## config.mk

```make
export PLATFORM = sky130hd
export DESIGN_NAME = lfsr_ctrl
export DESIGN_NICKNAME = d
export VERILOG_FILES = /design/src/rtl/lfsr_ctrl.sv
export SDC_FILE = /design/constraint.sdc
export NUM_CORES = 1
export LEC_CHECK = 0
export ABC_CLOCK_PERIOD_IN_PS = 4300
export CORE_MARGIN = 5
export CORE_UTILIZATION = 30
export CTS_CLUSTER_DIAMETER = 30
export DETAILED_ROUTE_END_ITERATION = 7
export SETUP_SLACK_MARGIN = 0.1
export SLEW_MARGIN = 25
export SYNTH_ARGS = -nofsm -noshare
export SYNTH_HDL_FRONTEND = slang
export SYNTH_SLANG_ARGS = --single-unit
```

## constraint.sdc

```tcl
create_clock -name clk -period 4.3 [get_ports clk]
set_input_delay 0.645 -clock clk [delete_from_list [all_inputs] [get_ports clk]]
set_output_delay 0.645 -clock clk [all_outputs]
set_load 0.005 [all_outputs]
```

## src/rtl/lfsr_ctrl.sv

```systemverilog
// Sequencing controller for an attached free-running lfsr: seeds it, then either
// streams a fixed number of words (GEN) or measures the sequence period (PERIOD).
//
// state | meaning
// IDLE  | waiting for start; job registers hold last result
// LOAD  | one cycle, lfsr_load_seed asserted with seed_q
// RUN   | GEN: emit lfsr words; PERIOD: count until seed reappears
// DONE  | one cycle, done pulse, then back to IDLE
module lfsr_ctrl #(
    parameter int N = 4,
    parameter int W = 8
) (
    input  logic         clk,
    input  logic         reset,
    input  logic         start,
    input  logic         mode,
    input  logic [N-1:0] seed,
    input  logic [W-1:0] num_words,
    input  logic         abort,
    input  logic [N-1:0] lfsr_data,
    output logic         lfsr_load_seed,
    output logic [N-1:0] lfsr_seed_data,
    output logic         busy,
    output logic         out_valid,
    output logic [N-1:0] out_data,
    output logic         done,
    output logic         err,
    output logic [N:0]   period
);

    localparam int CW = (N + 1 > W) ? N + 1 : W;

    localparam logic [1:0] IDLE = 2'd0;
    localparam logic [1:0] LOAD = 2'd1;
    localparam logic [1:0] RUN  = 2'd2;
    localparam logic [1:0] DONE = 2'd3;

    localparam logic [CW-1:0] CNT_TMO = CW'(2 ** N);

    logic [1:0]    state_q, state_d;
    logic [N-1:0]  seed_q;
    logic          mode_q;
    logic [W-1:0]  nw_q;
    logic [CW-1:0] cnt_q;
    logic          err_q;
    logic [N:0]    period_q;
    logic          busy_q, done_q, load_q;

    logic gen_last, per_match, per_timeout, run_end;

    assign gen_last    = !mode_q && (cnt_q == (CW'(nw_q) - CW'(1)));
    assign per_match   = mode_q && (cnt_q != '0) && (lfsr_data == seed_q);
    assign per_timeout = mode_q && !per_match && (cnt_q == CNT_TMO);
    assign run_end     = gen_last || per_match || per_timeout;

    always_comb begin
        state_d = state_q;
        case (state_q)
            IDLE: begin
                if (start) begin
                    if (seed == '0)
                        state_d = DONE;
                    else if (!mode && (num_words == '0))
                        state_d = DONE;
                    else
                        state_d = LOAD;
                end
            end
            LOAD:    state_d = abort ? IDLE : RUN;
            RUN: begin
                // abort takes priority over a terminating RUN cycle
                if (abort)
                    state_d = IDLE;
                else if (run_end)
                    state_d = DONE;
            end
            DONE:    state_d = IDLE;
            default: state_d = IDLE;
        endcase
    end

    always_ff @(posedge clk or negedge reset) begin
        if (!reset) begin
            state_q  <= IDLE;
            seed_q   <= '0;
            mode_q   <= 1'b0;
            nw_q     <= '0;
            cnt_q    <= '0;
            err_q    <= 1'b0;
            period_q <= '0;
            busy_q   <= 1'b0;
            done_q   <= 1'b0;
            load_q   <= 1'b0;
        end else begin
            state_q <= state_d;
            busy_q  <= (state_d != IDLE);
            done_q  <= (state_d == DONE);
            load_q  <= (state_d == LOAD);
            if (state_q == IDLE && start) begin
                seed_q   <= seed;
                mode_q   <= mode;
                nw_q     <= num_words;
                cnt_q    <= '0;
                err_q    <= (seed == '0);
                period_q <= '0;
            end else if (state_q == RUN && !abort) begin
                cnt_q <= cnt_q + CW'(1);
                if (per_match) begin
                    period_q <= cnt_q[N:0];
                end else if (per_timeout) begin
                    err_q    <= 1'b1;
                    period_q <= '0;
                end
            end
        end
    end

    assign lfsr_load_seed = load_q;
    assign lfsr_seed_data = seed_q;
    assign busy           = busy_q;
    assign done           = done_q;
    assign err            = err_q;
    assign period         = period_q;
    assign out_valid      = (state_q == RUN) && !mode_q;
    assign out_data       = out_valid ? lfsr_data : '0;

endmodule

```

Yosys cells after proc, flatten, opt, wreduce, memory -nomap -nowiden
Index checks and enable logic that the tools add are counted.
Widths: inputs -> output; s select.
- equal/unequal tests: 9
- magnitude comparators: 0
- shifts and indexed selects: 0
- bitwise logic cells: 0
- $add $sub $neg: 2
- multiplexer cells: 18
- divide/modulo/power cells: 0
- reduce and logical (&&, ||, !) cells: 25
- $mul: 0
- operators by type and width (kind ; number):
    $mux 5 ; 4
    $mux 8 ; 2
    $mux 2 ; 6
    $logic_and 1x1->1 ; 9
    $add 8x1->8 const B ; 1
    $eq 8x5->1 const B ; 1
    $eq 8x8->1 ; 1
    $logic_not 8->1 ; 1
    $pmux 2 s4 ; 1
    $reduce_bool 8->1 ; 1
    $sub 8x1->8 const B ; 1
    $eq 2x2->1 const B ; 3
    $reduce_bool 2->1 ; 3
    $eq 2x1->1 const B ; 2
    $eq 4x4->1 ; 1
    $logic_not 1->1 ; 4
    $logic_not 4->1 ; 1
    $mux 1 ; 4
    $mux 4 ; 1
    $reduce_and 3->1 ; 1
    $reduce_bool 3->1 ; 1
    $logic_not 2->1 ; 1
    $logic_or 1x1->1 ; 2
    $ne 2x1->1 const B ; 1
    $reduce_and 2->1 ; 1
- flip-flop bits (word level): 32
- latch bits: 0
- memory bits (read-only): 0
- RAM bits: 0
- logic and storage cells: 64
- memories: 0

Depth between registers and ports, before layout
- depth after elaboration: 11
- mapped depth: 8

Worst setup path before layout
No wires, ideal clock.
- path kind: input -> register
- from: input abort
- to: register period_q[0], in the netlist period[0]
- setup time: 0.120 ns
- data arrival time: 1.882 ns
- stages on the path: 5
- path buffers: 1
- slack: 2.298 ns
- cells stage by stage: nor3b_2 nand2_1 or2_1 clkbuf_1 a31o_2
- longest elaborated chain between the ends: 4
- ends and longest elaborated chain (what ; line ; source):
    start, declared ; 19 ; input logic abort,
    $logic_not 1->1 ; 106 ; end else if (state_q == RUN && !abort) begin
    $logic_and 1x1->1 ; 106 ;
    $reduce_bool 2->1 (no source line) ; -- ;
    $reduce_and 2->1 (no source line) ; -- ;
    end signal, assigned ; 109 ; period_q <= cnt_q[N:0];
    end, declared ; 46 ; logic [N:0] period_q;
No other way between the ends.
A chain may end at the register's enable or synchronous reset.

Worst setup path in the final report
- from: register mode_q
- to: output out_data[1]
- longest elaborated chain between the ends: 3
- ends and longest elaborated chain (what ; line ; source):
    start, declared ; 42 ; logic mode_q;
    start signal, assigned ; 101 ; mode_q <= mode;
    $logic_not 1->1 ; 124 ; assign out_valid = (state_q == RUN) && !mode_q;
    $logic_and 1x1->1 ; 124 ;
    $mux 4 ; 125 ; assign out_data = out_valid ? lfsr_data : '0;
    end, declared ; 25 ; output logic [N-1:0] out_data,
No other way between the ends.

==> flow_summary_export.csv <==
group,metric,value,unit
status,status,"finished, final reports clean",
clock_tree,hold_buffers,0,
die,rows,28,
power,power_density,556.5,nW/µm²
min_path,min-delay-start,"lfsr_seed_data[2]$_DFFE_PN0P_",
clock_tree,clock_path_buffers,2,
clock_tree,post-cts-setup-buffer-count,0,
synthesis,synthSimpleGateAreaFrac,26.82,%
sta,fin_setup_tns,0,ns
sta,worst_slack,1.621,ns
routing,post-route-drc-count,0,
layout,drive_above_1_share,8.299,%
clock_tree,cts.reportedPaths.clkPinSlew,0.07,ns
power,p_leak,1.036,nW
setup_path,critPathKind,"flip-flop to primary output",
clock_tree,cts_htree_levels,2,
setup_path,rr_endpoint,"period[1]$_DFFE_PN0P_",
sta,drv_slew,0,
layout,mostFrequentLayoutCell,"nand2_1",
synthesis,synth_top_family_by_area,"simple AND/OR/NAND/NOR gates",
sta,setup_viol,0,
layout,final_nets,264,
global_route,first_global_vias,1504,
routing,vias,1527,
layout,layout_common_cells,"47 x nand2_1, 38 x clkdlybuf4s50_1, 32 x dfrtp_1, 14 x nor2_1, 13 x xnor2_1",
setup_path,end_kind,"primary output",
routing,antenna_left,0,
clock_tree,cts-root-buf,"clkbuf_8",
power,p_clk_share,23.9,%
setup_path,start_kind,"flip-flop",
synthesis,synth_compound_area_share,11.88,%
synthesis,yosys_register_bits,32,
layout,area_growth,32.31,%
global_route,grt_pass1_wl,7.286,mm
setup_path,crit_chain,"nor3b_1 > and2_1 > clkdlybuf4s50_1",
placed_design,pre_cts_ws,1.652,ns
power,swShare,36.46,%
clock_tree,cts_buffers,5,
placed_design,gp_congestion,0.8187,
routing,first_pass_iters,4,
routing,wl,4.397,mm
placed_design,dp_hpwl,3.252,mm
layout,antenna_cells,0,
die,die_height,87.47,µm
setup_path,cp_max_fo,7,
global_route,antenna_found_initial,0,
sta,rsz0062_at_grt,"false",
die,start_util,30.59,%
setup_path,crit_slowest_cell,"nor3b_1",
sta,fin_crit,2.679,ns
synthesis,yosysWarnings,0,
sta,worst_pin_slew,0.6406,ns
synthesis,avgSynthCellArea,8.869,µm²
clock_tree,cts_resized,0,
global_route,grt_overflow_total,0,
sta,slew_headroom,57.11,%
clock_tree,cts_sinks,32,
min_path,min_to,"lfsr_seed_data[2]$_DFFE_PN0P_",
power,switchingPower,0.0004834,W
job,maxCapViolations,0,
synthesis,synth_area,1800,µm²
setup_path,worstPathBufferInverterCount,1,
power,power_frac_seq,37.5,%
die,core,5886,µm²
synthesis,ys_seq_area_share,44.48,%
power,p_comb_share,38.5,%
sta,hold_viol_final,0,
min_path,hp-class,"flip-flop to flip-flop",
synthesis,synthAdderAreaFrac,2.085,%
routing,vias_per_cell,4.832,
routing,wl_per_cell,13.91,µm
synthesis,ys_types,38,
setup_path,worst_path_dominant_cell_family,"simple AND/OR/NAND/NOR gates",
synthesis,synthMuxAreaShare,1.112,%
setup_path,r2r_slack,2.18,ns
global_route,grt_max_degree,33,
die,dieArea,7651,µm²
routing,initialDrtViolationCount,71,
die,fp.dieW,87.47,µm
sta,fmax,373.3,MHz
synthesis,yosys.area_share.xor_xnor,10.22,%
global_route,grt_usage,12.30,%
clock_tree,clkLatencyLatePin,0.28,ns
setup_path,cp_data_arrival_time,2.03,ns
setup_path,slowest_delay,0.55,ns
sta,min_period_over_period,62.30,%
die,io_pins,39,
setup_path,reg2reg_depth,5,
clock_tree,cts_tree,"built",
setup_path,cp.required,3.65,ns
power,internal_power,0.0008423,W
min_path,hold_depth,2,
synthesis,synthCells,203,
power,ir_drop,0.2577,mV
setup_path,r2r-start,"cnt_q[2]$_DFFE_PN0P_",
synthesis,synth_nets,227,
sta,skew,0.003600,ns
placed_design,port_buffers,38,
## area by class of cell
| class | instances | area (µm²) |
|---|---|---|
| inverter | 6 | 22.52 |
| tap | 75 | 93.84 |
| timing repair buffer | 40 | 395.4 |
| clock inverter | 1 | 30.03 |
| multi-input combinational | 155 | 943.4 |
| clock buffer | 7 | 96.34 |
| fill | 609 | 3503 |
| sequential | 32 | 800.8 |
## metal layers
metal  up-vias  GRT usage [%]  wire length (µm)
li1        761              -                 -
met1       725          16.81              2125
met2        35          18.49              1970
met3         6          4.163               260
met4         0          3.347                40
met5         -              0                 0
## worst max-delay path by stage
stage | startpoint | to | slack [ns] | depth (start not counted)
2_1_floorplan | abort | period[0]$_DFFE_PN0P_ | 2.30 | 5
5_1_grt | mode_q$_DFFE_PN0P_ | out_data[1] | 1.42 | 3
3_5_place_dp | abort | period[0]$_DFFE_PN0P_ | 1.65 | 5
6_report | mode_q$_DFFE_PN0P_ | out_data[1] | 1.62 | 3
3_3_place_gp | abort | period[1]$_DFFE_PN0P_ | 1.72 | 5
4_1_cts | mode_q$_DFFE_PN0P_ | out_data[1] | 1.54 | 3
## worst min-delay path, cell delays in order, from the launching register on
cell and delay, ns:
dfrtp_1 0.38, nand2_1 0.06, nand2_1 0.06
## power groups by stage
stage,logic (W),clock network [W],registers [W]
6_report,0.000511,0.000317,0.000498
5_1_grt,0.000575,0.000336,0.000515
4_1_cts,0.000517,0.000325,0.000498
3_5_place_dp,0.000508,0,0.000503
3_3_place_gp,0.000505,0,0.000503
2_1_floorplan,0.000336,0,0.000473
## registers in the layout, indices dropped and copies added (netlist names), 2 cells and up
register / flops
state_q: 2
period: 5
nw_q: 8
lfsr_seed_data: 4
cnt_q: 8
## cells by family (layout without fill, tap and decap cells)
logic type,after synthesis,in the layout
flip-flops,32,32
multiplexers,2,2
XOR/XNOR,21,21
adder cells (fa/ha/maj),3,3
AO/OA/AOI/OAI,28,28
buffers and inverters,16,54
AND/OR/NAND/NOR,101,101
## stage by stage
step	area [µm²]	util [%]	total power (W)	cells	hold WS, ns
2_1_floorplan	1800	-	0.0008093	203	0.3494
3_3_place_gp	2256	38.33	0.001008	308	0.5179
3_5_place_dp	2256	38.33	0.001011	308	0.5112
4_1_cts	2382	40.48	0.001339	316	0.5377
5_1_grt	2382	40.48	0.001426	316	0.5488
6_report	2382	40.48	0.001326	316	0.5288
## cells in the mapped netlist
library cell | count | area share (%)
a31o_2 | 3 | 1.5
ha_1 | 3 | 2.1
or3_1 | 1 | 0.35
a21o_2 | 1 | 0.49
buf_2 | 1 | 0.28
or2_0 | 1 | 0.35
nor2b_1 | 3 | 1.0
nor3_1 | 5 | 1.4
or3b_2 | 1 | 0.49
nor3b_2 | 1 | 0.69
a2111oi_4 | 1 | 1.5
mux2i_1 | 2 | 1.1
clkbuf_1 | 9 | 1.9
inv_1 | 6 | 1.3
o21a_1 | 2 | 0.83
o21ai_0 | 5 | 1.4
xnor2_1 | 13 | 6.3
nand2b_1 | 1 | 0.35
or3_4 | 1 | 0.63
nand4_1 | 5 | 1.7
nor2_1 | 14 | 2.9
or2_1 | 1 | 0.35
a41oi_1 | 1 | 0.49
a211o_1 | 1 | 0.49
a21oi_1 | 4 | 1.1
nand3_1 | 5 | 1.4
a21o_1 | 1 | 0.42
nor4_1 | 6 | 2.1
dfrtp_1 | 32 | 44
and2_1 | 4 | 1.4
o31ai_1 | 1 | 0.42
nor3b_1 | 2 | 0.83
o211ai_2 | 1 | 0.69
and3_1 | 3 | 1.0
nand2_1 | 47 | 9.8
xor2_1 | 8 | 3.9
a31oi_1 | 5 | 1.7
o21bai_1 | 2 | 0.83
(Power assumes the default switching activity.)
